===== src/rtl/br_ctrl_if.sv =====
`default_nettype none
// ============================================================================
// Module      : br_ctrl_if
// Description : Control/status bundle between the main control FSM and the
//               branch-resolution controller.
// Revision    : 1.0 - initial release
// ============================================================================
interface br_ctrl_if #(
   parameter int CNT_WIDTH = 16
);
   logic                 start;
   logic [15:0]          ir;
   logic                 ld_cc;
   logic                 n_flag;
   logic                 z_flag;
   logic                 p_flag;
   logic                 clr_cnt;
   logic                 busy;
   logic                 done;
   logic                 taken;
   logic                 ld_pc;
   logic [1:0]           pcmux_sel;
   logic                 addr1mux_sel;
   logic [1:0]           addr2mux_sel;
   logic [CNT_WIDTH-1:0] taken_cnt;
   logic [CNT_WIDTH-1:0] nottaken_cnt;

   modport master (
      output start, ir, ld_cc, n_flag, z_flag, p_flag, clr_cnt,
      input  busy, done, taken, ld_pc, pcmux_sel, addr1mux_sel, addr2mux_sel,
             taken_cnt, nottaken_cnt
   );

   modport slave (
      input  start, ir, ld_cc, n_flag, z_flag, p_flag, clr_cnt,
      output busy, done, taken, ld_pc, pcmux_sel, addr1mux_sel, addr2mux_sel,
             taken_cnt, nottaken_cnt
   );
endinterface
`default_nettype wire


===== src/rtl/br_ctrl.sv =====
`default_nettype none
// ============================================================================
// Module      : br_ctrl
// Description : SLC-3 BR resolution: waits out condition-code loads, tests the
//               nzp mask, drives the PC load path and keeps taken statistics.
// Revision    : 1.0 - initial release
// ============================================================================
module br_ctrl #(
   parameter int CNT_WIDTH = 16
) (
   input  wire logic  clk,
   input  wire logic  reset,
   br_ctrl_if.slave   bus
);

   typedef enum logic [2:0] {
      S_IDLE    = 3'd0,
      S_WAIT_CC = 3'd1,
      S_EVAL    = 3'd2,
      S_LOAD_PC = 3'd3,
      S_DONE    = 3'd4
   } state_t;

   localparam logic [CNT_WIDTH-1:0] CNT_MAX = '1;

   state_t               state_q, state_d;
   logic [15:0]          ir_q, ir_d;
   logic                 taken_q, taken_d;
   logic [CNT_WIDTH-1:0] taken_cnt_q, taken_cnt_d;
   logic [CNT_WIDTH-1:0] nottaken_cnt_q, nottaken_cnt_d;
   logic                 cond;

   assign cond = (ir_q[11] & bus.n_flag) | (ir_q[10] & bus.z_flag) | (ir_q[9] & bus.p_flag);

   always_ff @(posedge clk) begin
      if (reset) begin
         state_q        <= S_IDLE;
         ir_q           <= '0;
         taken_q        <= 1'b0;
         taken_cnt_q    <= '0;
         nottaken_cnt_q <= '0;
      end else begin
         state_q        <= state_d;
         ir_q           <= ir_d;
         taken_q        <= taken_d;
         taken_cnt_q    <= taken_cnt_d;
         nottaken_cnt_q <= nottaken_cnt_d;
      end
   end

   always_comb begin
      state_d = state_q;
      ir_d    = ir_q;
      taken_d = taken_q;
      case (state_q)
         S_IDLE: begin
            if (bus.start) begin
               ir_d = bus.ir;
               if (bus.ir[15:12] == 4'b0000) begin
                  state_d = bus.ld_cc ? S_WAIT_CC : S_EVAL;
               end else begin
                  state_d = S_DONE;
                  taken_d = 1'b0;
               end
            end
         end
         // Flags written by an in-flight ld_cc are only readable a cycle later.
         S_WAIT_CC: begin
            if (!bus.ld_cc) state_d = S_EVAL;
         end
         S_EVAL: begin
            taken_d = cond;
            state_d = cond ? S_LOAD_PC : S_DONE;
         end
         S_LOAD_PC: state_d = S_DONE;
         S_DONE:    state_d = S_IDLE;
         default:   state_d = S_IDLE;
      endcase
   end

   // Clear wins over a same-cycle increment; counters stick at all-ones.
   always_comb begin
      taken_cnt_d    = taken_cnt_q;
      nottaken_cnt_d = nottaken_cnt_q;
      if (bus.clr_cnt) begin
         taken_cnt_d    = '0;
         nottaken_cnt_d = '0;
      end else if (state_q == S_EVAL) begin
         if (cond && taken_cnt_q != CNT_MAX)
            taken_cnt_d = taken_cnt_q + 1'b1;
         else if (!cond && nottaken_cnt_q != CNT_MAX)
            nottaken_cnt_d = nottaken_cnt_q + 1'b1;
      end
   end

   assign bus.busy         = (state_q != S_IDLE);
   assign bus.done         = (state_q == S_DONE);
   assign bus.taken        = (state_q == S_DONE) & taken_q;
   assign bus.ld_pc        = (state_q == S_LOAD_PC);
   assign bus.pcmux_sel    = (state_q == S_LOAD_PC) ? 2'b01 : 2'b00;
   assign bus.addr1mux_sel = 1'b0;
   assign bus.addr2mux_sel = (state_q == S_LOAD_PC) ? 2'b10 : 2'b00;
   assign bus.taken_cnt    = taken_cnt_q;
   assign bus.nottaken_cnt = nottaken_cnt_q;

endmodule
`default_nettype wire


===== src/flat_wrapper.sv =====
// flat-port wrapper written by rule: the top's interface ports become plain ports
module br_ctrl_flat 
#(
   parameter int CNT_WIDTH = 16
)
  (clk, reset, bus_start, bus_ir, bus_ld_cc, bus_n_flag, bus_z_flag, bus_p_flag, bus_clr_cnt, bus_busy, bus_done, bus_taken, bus_ld_pc, bus_pcmux_sel, bus_addr1mux_sel, bus_addr2mux_sel, bus_taken_cnt, bus_nottaken_cnt);
  br_ctrl_if #(.CNT_WIDTH(CNT_WIDTH)) bus_i ();
  input  wire logic clk;
  input  wire logic reset;
  input wire logic [$bits(bus_i.start)-1:0] bus_start;
  input wire logic [$bits(bus_i.ir)-1:0] bus_ir;
  input wire logic [$bits(bus_i.ld_cc)-1:0] bus_ld_cc;
  input wire logic [$bits(bus_i.n_flag)-1:0] bus_n_flag;
  input wire logic [$bits(bus_i.z_flag)-1:0] bus_z_flag;
  input wire logic [$bits(bus_i.p_flag)-1:0] bus_p_flag;
  input wire logic [$bits(bus_i.clr_cnt)-1:0] bus_clr_cnt;
  output wire logic [$bits(bus_i.busy)-1:0] bus_busy;
  output wire logic [$bits(bus_i.done)-1:0] bus_done;
  output wire logic [$bits(bus_i.taken)-1:0] bus_taken;
  output wire logic [$bits(bus_i.ld_pc)-1:0] bus_ld_pc;
  output wire logic [$bits(bus_i.pcmux_sel)-1:0] bus_pcmux_sel;
  output wire logic [$bits(bus_i.addr1mux_sel)-1:0] bus_addr1mux_sel;
  output wire logic [$bits(bus_i.addr2mux_sel)-1:0] bus_addr2mux_sel;
  output wire logic [$bits(bus_i.taken_cnt)-1:0] bus_taken_cnt;
  output wire logic [$bits(bus_i.nottaken_cnt)-1:0] bus_nottaken_cnt;
  assign bus_i.start = bus_start;
  assign bus_i.ir = bus_ir;
  assign bus_i.ld_cc = bus_ld_cc;
  assign bus_i.n_flag = bus_n_flag;
  assign bus_i.z_flag = bus_z_flag;
  assign bus_i.p_flag = bus_p_flag;
  assign bus_i.clr_cnt = bus_clr_cnt;
  assign bus_busy = bus_i.busy;
  assign bus_done = bus_i.done;
  assign bus_taken = bus_i.taken;
  assign bus_ld_pc = bus_i.ld_pc;
  assign bus_pcmux_sel = bus_i.pcmux_sel;
  assign bus_addr1mux_sel = bus_i.addr1mux_sel;
  assign bus_addr2mux_sel = bus_i.addr2mux_sel;
  assign bus_taken_cnt = bus_i.taken_cnt;
  assign bus_nottaken_cnt = bus_i.nottaken_cnt;
  br_ctrl #(.CNT_WIDTH(CNT_WIDTH)) u_core (.clk(clk), .reset(reset), .bus(bus_i));
endmodule

===== config.mk =====
export PLATFORM = sky130hd
export DESIGN_NAME = br_ctrl_flat
export DESIGN_NICKNAME = d
export VERILOG_FILES = /design/src/rtl/br_ctrl_if.sv /design/src/rtl/br_ctrl.sv /design/src/flat_wrapper.sv
export SDC_FILE = /design/constraint.sdc
export NUM_CORES = 1
export LEC_CHECK = 0
export CELL_PAD_IN_SITES_DETAIL_PLACEMENT = 0
export CELL_PAD_IN_SITES_GLOBAL_PLACEMENT = 1
export CORE_MARGIN = 2
export CORE_UTILIZATION = 30
export DETAILED_ROUTE_END_ITERATION = 12
export GPL_TIMING_DRIVEN = 0
export PLACE_DENSITY = 0.74
export SKIP_CTS_REPAIR_TIMING = 1
export SYNTH_ARGS = -nofsm -noshare
export SYNTH_HDL_FRONTEND = slang
export SYNTH_SLANG_ARGS = --single-unit

===== constraint.sdc =====
create_clock -name clk -period 2.5 [get_ports clk]
set_clock_uncertainty 0.2 [all_clocks]
set_input_delay 0.5 -clock clk [delete_from_list [all_inputs] [get_ports clk]]
set_output_delay 0.5 -clock clk [all_outputs]
set_load 0.005 [all_outputs]

Word-level counts from Yosys, hierarchy flattened

Cells that the tools add are included.

Bitwise logic cells: 7
Add/sub/neg operators: 2
Equality and inequality tests: 9
Mux-type cells: 11
Reduce and logical (&&, ||, !) cells: 13

Operators by type and width:

| operator                                                        | number |
|---|---|
| 16-bit by 1-bit adder with 16-bit output, second input constant | 2 |
| 16-bit inequality test, second input constant                   | 2 |
| 3-bit two-way mux                                               | 4 |
| 3-bit one-hot mux with 4 select lines                           | 1 |
| 3-bit by 2-bit == test with 1-bit output, second input constant | 2 |
| 2-bit inequality test, second input constant                    | 3 |
| 2-bit AND reduction                                             | 3 |
| 3-bit AND reduction                                             | 2 |
| 1-bit bitwise AND                                               | 4 |
| 4-bit logical NOT                                               | 1 |
| 2-bit two-way mux                                               | 2 |
| 3-bit by 1-bit == test with 1-bit output, second input constant | 1 |
| 3-bit == test, second input constant                            | 1 |
| 3-bit logical NOT                                               | 1 |
| 1-bit two-way mux                                               | 3 |
| 3-bit nonzero test                                              | 1 |
| 1-bit logical AND                                               | 2 |
| 1-bit bitwise OR                                                | 2 |
| 1-bit one-hot mux with 2 select lines                           | 1 |
| 2-bit nonzero test                                              | 1 |
| 2-bit OR reduction                                              | 1 |
| 1-bit logical NOT                                               | 1 |
| 1-bit NOT                                                       | 1 |

Bits in registers: 48
Output and inout bits: 41
Input bits: 24
Word-level logic and storage cells: 47

Logic depth before layout (Yosys ltp)

Word-level depth: 6
Mapped depth: 8
Depth with buffers taken out: 5

Least setup slack after synthesis

OpenSTA, ideal clock, no wires.

Kind: input-to-reg
Start point: in bus_n_flag
End point: reg u_core.nottaken_cnt_q[11], in the netlist u_core.bus.nottaken_cnt[11]
Stages on the path: 6
Data required time: 2.230 ns
Setup time: 0.070 ns
Buffers on the path: 2
Arrival time: 1.922 ns
Slack: 0.307 ns
Cells stage by stage: a222oi_1 -> buf_4 -> nand4_4 -> buf_6 -> or4_1 -> a21oi_1

Cells in the longest elaborated chain, start to end: 6
Elaborated cells on any way between the ends: 8
Classes of those cells: 4 x bitwise; 4 x reduce/logical

RTL lines:

| element                                                       | RTL line                     | text |
|---|---|---|
| start, declared                                               | flat_wrapper.sv:13           | `input wire logic [$bits(bus_i.n_flag)-1:0] bus_n_flag;` |
| 1-bit bitwise AND *                                           | br_ctrl.sv:33                | `assign cond = (ir_q[11] & bus.n_flag) \| (ir_q[10] & bus.z_flag) \| (ir_q[9] & bus.p_flag);` |
| 1-bit bitwise OR * (2 in series)                              | br_ctrl.sv:33                |  |
| 1-bit logical NOT / 1-bit logical AND (equally long branches) | br_ctrl.sv:91, br_ctrl.sv:89 |  |
| 1-bit logical AND / 1-bit NOT (equally long branches)         | -                            |  |
| 3-bit AND reduction (no line) *                               | -                            |  |
| end signal, assigned                                          | br_ctrl.sv:47                | `nottaken_cnt_q <= nottaken_cnt_d;` |
| end, declared                                                 | br_ctrl.sv:30                | `logic [CNT_WIDTH-1:0] nottaken_cnt_q, nottaken_cnt_d;` |

Every way passes the cells marked *; elsewhere a longest branch is shown, timed or not.
A chain may end at the register's enable or synchronous reset.

Final worst setup path

Start point: reg u_core.taken_cnt_q[1], in the netlist u_core.bus.taken_cnt[1]
End point: reg u_core.taken_cnt_q[14], in the netlist u_core.bus.taken_cnt[14]

Cells in the longest elaborated chain, start to end: 3
Elaborated cells on any way between the ends: 4
Classes of those cells: 1 x add/sub; 1 x eq/ne; 2 x reduce/logical

RTL lines:

| element                                                                          | RTL line      | text |
|---|---|---|
| start, declared                                                                  | br_ctrl.sv:29 | `logic [CNT_WIDTH-1:0] taken_cnt_q, taken_cnt_d;` |
| start signal, assigned                                                           | br_ctrl.sv:46 | `taken_cnt_q <= taken_cnt_d;` |
| branches (longest 3 deep; another with 16-bit by 1-bit adder with 16-bit output) | -             |  |

Several ways; the timed one is not identified.

==> results.cfg <==
[run_status]
status = complete, no violations

[power_and_ir_drop]
max-vdd-ir-drop_v = 0.000189
p_leak_nw = 0.979
power_frac_clock_pct = 36.0
sequential_cell_fraction_of_total_power_pct = 56.2
totalPowerFinal_w = 0.00112
power_per_cell_area_nw_per_um2 = 370
p_int_w = 0.000858
netSwitchingFraction_pct = 23.5
combinationalPowerShare_pct = 7.8
power.switching_w = 0.000264

[job]
max_cap_viol_count = 0

[cts]
numCtsBuffers = 5
clock_path_buffers = 2
clock_latency_reported_for_the_late_side_of_the_worst_skew_pair_ns = 0.29
htree_num_levels = 2
path_clk_slew_ns = 0.08
cts_root_buffer = sky130_fd_sc_hd__clkbuf_8
tritoncts = done
cts.sinks = 39

[synth]
yosys.area_share.adder_pct = 1.13
synth.lib_cells_used.distinct = 48
yosys_most_used_dff = sky130_fd_sc_hd__dfxtp_1
ys_async_sr_fraction_pct = 0
yosys_register_bits = 39
synth_edf_count = 0
yosys-mux-area-fraction_pct = 3.63
syn_inst = 263
netlist_area_um2 = 2210
synthXorXnorAreaFrac_pct = 0
seq_area_frac_synth_pct = 35.4
synth_top_family_by_area = simple AND/OR/NAND/NOR gates
synth_compound_gate_area_share_pct = 18.6
syn_area_per_cell_um2 = 8.40
synth.yosys.warnings = 0
simple_gate_share_of_the_synthesized_area_pct = 34.8

[finish]
final_cell_mix = sky130_fd_sc_hd__clkdlybuf4s50_1 (49), sky130_fd_sc_hd__dfxtp_1 (38), sky130_fd_sc_hd__a21oi_1 (24), sky130_fd_sc_hd__o31ai_1 (15), sky130_fd_sc_hd__nand2_1 (14)
multi_input_comb_area_um2 = 1340
layout.cells.most_common = sky130_fd_sc_hd__clkdlybuf4s50_1
area_growth_pct = 37.3
layoutNonFillerInstCount = 426
layout.filler_cells = 751
fraction_of_layout_instances_using_a_drive_strength_above_1_pct = 14.7
sequential_cell_area_um2 = 782
n_antenna_cell = 0
nets = 354

[grt]
number_of_antenna_violations_at_the_first_check_in_global_routing = 0
grt_start_max_net_pins = 11
global_route.overflow_total = 0
grt_use_total_pct = 14.7
vias_in_the_first_global_route = 2026
grt_first_pass_wirelength_um = 9980

[sta]
fmax_ghz = 0.426
worst_slew_margin_rel_pct = 59.8
rsz0062_at_grt = no
finalHoldViolCount = 0
final.period_utilization_pct = 93.9
final-setup-viol-count = 0
slew_violations = 0
timing.final.crit_period_ns = 2.35
layout_setup_ws_ns = 0.152
worstMarginPinSlew_ns = 0.597

[drt]
dr_total_vias = 2285
routed_wire_per_std_cell_um = 14.3
vias_per_cell = 5.36
remaining_drc_errors = 0
drt_iter0_markers = 65
ant_nets = 0
detail_route.first_pass.iterations = 5
postRouteWirelength_um = 6110

[placement]
io_buffers = 52
dp_worst_setup_slack_ns = -0.522
place.detailed.hpwl_um = 4400
post-place-cells = 416
routabilityCongestion = 0.777

[min_path]
hold_path.class = reg2reg

[floorplan]
core_area_um2 = 7180
die_width_um = 89.8
die_area_um2 = 8060
row_count = 31
die_h_um = 89.8
start_util_pct = 30.8
num_io_pins = 65

[setup_path]
critical_path_peak_fanout = 7
critical_path.endpoint_type = flip-flop
worst-endpoint-required_ns = 2.52
crit_arrival_ns = 2.37
start_kind = flip-flop
path_class = reg2reg
final cells by class:
type,count,share of cell area [%]
plain buffers,21,4.04
clock buffers,6,2.39
inverters,5,0.619
multi-input cells,198,44.3
flip-flops and latches,39,25.8
well taps,99,4.08
repair buffers,58,18.8
cell usage after synthesis (2+ instances only):
cell | number | area share (%)
sky130_fd_sc_hd__dfxtp_1 | 39 | 35
sky130_fd_sc_hd__a21oi_1 | 27 | 6.1
sky130_fd_sc_hd__or4_1 | 16 | 5.4
sky130_fd_sc_hd__nand2_1 | 15 | 2.5
sky130_fd_sc_hd__o31ai_1 | 15 | 5.1
sky130_fd_sc_hd__nand3_1 | 13 | 2.9
sky130_fd_sc_hd__nand4_1 | 13 | 3.7
sky130_fd_sc_hd__clkbuf_1 | 12 | 2.0
sky130_fd_sc_hd__or3_1 | 11 | 3.1
sky130_fd_sc_hd__o21ai_0 | 10 | 2.3
sky130_fd_sc_hd__nor2_1 | 9 | 1.5
sky130_fd_sc_hd__nor4_1 | 9 | 2.5
sky130_fd_sc_hd__mux2i_1 | 8 | 3.6
sky130_fd_sc_hd__and4_1 | 7 | 2.8
sky130_fd_sc_hd__buf_4 | 6 | 2.0
sky130_fd_sc_hd__inv_1 | 5 | 0.85
sky130_fd_sc_hd__and3_1 | 4 | 1.1
sky130_fd_sc_hd__buf_2 | 4 | 0.91
sky130_fd_sc_hd__and2_1 | 3 | 0.85
sky130_fd_sc_hd__nor3_1 | 3 | 0.68
sky130_fd_sc_hd__ha_1 | 2 | 1.1
sky130_fd_sc_hd__nor3b_1 | 2 | 0.68
sky130_fd_sc_hd__o21a_1 | 2 | 0.68
sky130_fd_sc_hd__o31a_1 | 2 | 0.79
sky130_fd_sc_hd__o41ai_1 | 2 | 0.79
sky130_fd_sc_hd__or2_2 | 2 | 0.57
state kept, by name (all words and copies together) (netlist names):
name                     cells
u_core.bus.taken_cnt        16
u_core.ir_q                  3
u_core.taken_q               1
u_core.bus.nottaken_cnt     16
u_core.state_q               3
critical path, cell delays in order (launching register included):
cell and delay (ns):
sky130_fd_sc_hd__dfxtp_1 0.43, sky130_fd_sc_hd__ha_1 0.24, sky130_fd_sc_hd__nand3_2 0.15, sky130_fd_sc_hd__or3_1 0.39
sky130_fd_sc_hd__clkbuf_1 0.19, sky130_fd_sc_hd__or4_1 0.54, sky130_fd_sc_hd__a21oi_1 0.14
power by group through the flow:
stage	Clock (W)	Sequential, W	Combinational [W]
6_report	0.000404	0.000630	0.0000873
5_1_grt	0.000445	0.000631	0.0000949
4_1_cts	0.000419	0.000630	0.0000846
3_5_place_dp	0	0.000645	0.0000845
3_3_place_gp	0	0.000645	0.0000843
2_1_floorplan	0	0.000644	0.0000424
final timing paths:
path	slack [ns]	cells past startpoint	endpoint	from
worst min-delay path	0.30	2	u_core.taken_q	u_core.taken_q
worst min register to register	0.30	2	u_core.taken_q	u_core.taken_q
worst max register to register	0.15	6	u_core.bus.taken_cnt[14]	u_core.bus.taken_cnt[1]
worst max-delay path	0.15	6	u_core.bus.taken_cnt[14]	u_core.bus.taken_cnt[1]
metal layers:
layer | part of all wire (%) | GRT usage, %
met3 | 5.8 | 3.27
met1 | 48 | 20.4
met5 | 0 | 0
met4 | 1.2 | 3.46
met2 | 45 | 23.5
through the flow:
stage               hold WS, ns  instance area [um^2]  util, %  TNS [ns]
finish                    0.300                  3030     42.3         0
global placement          0.277                  2860     39.9     -8.12
global route              0.340                  3030     42.3         0
CTS                       0.299                  2930     40.9     -2.03
floorplan                 0.262                  2220        -         0
detailed placement        0.290                  2860     39.9     -8.37
kinds of logic (layout without fill, tap and decap cells):
group / after synthesis / in the layout
buf+inv: 28 / 90
simple gates: 120 / 120
other cells: 1 / 3
compound gates: 65 / 65
fa+ha+maj: 2 / 2
flops: 39 / 39
mux: 8 / 8
Power figures use the tool's default switching activity.
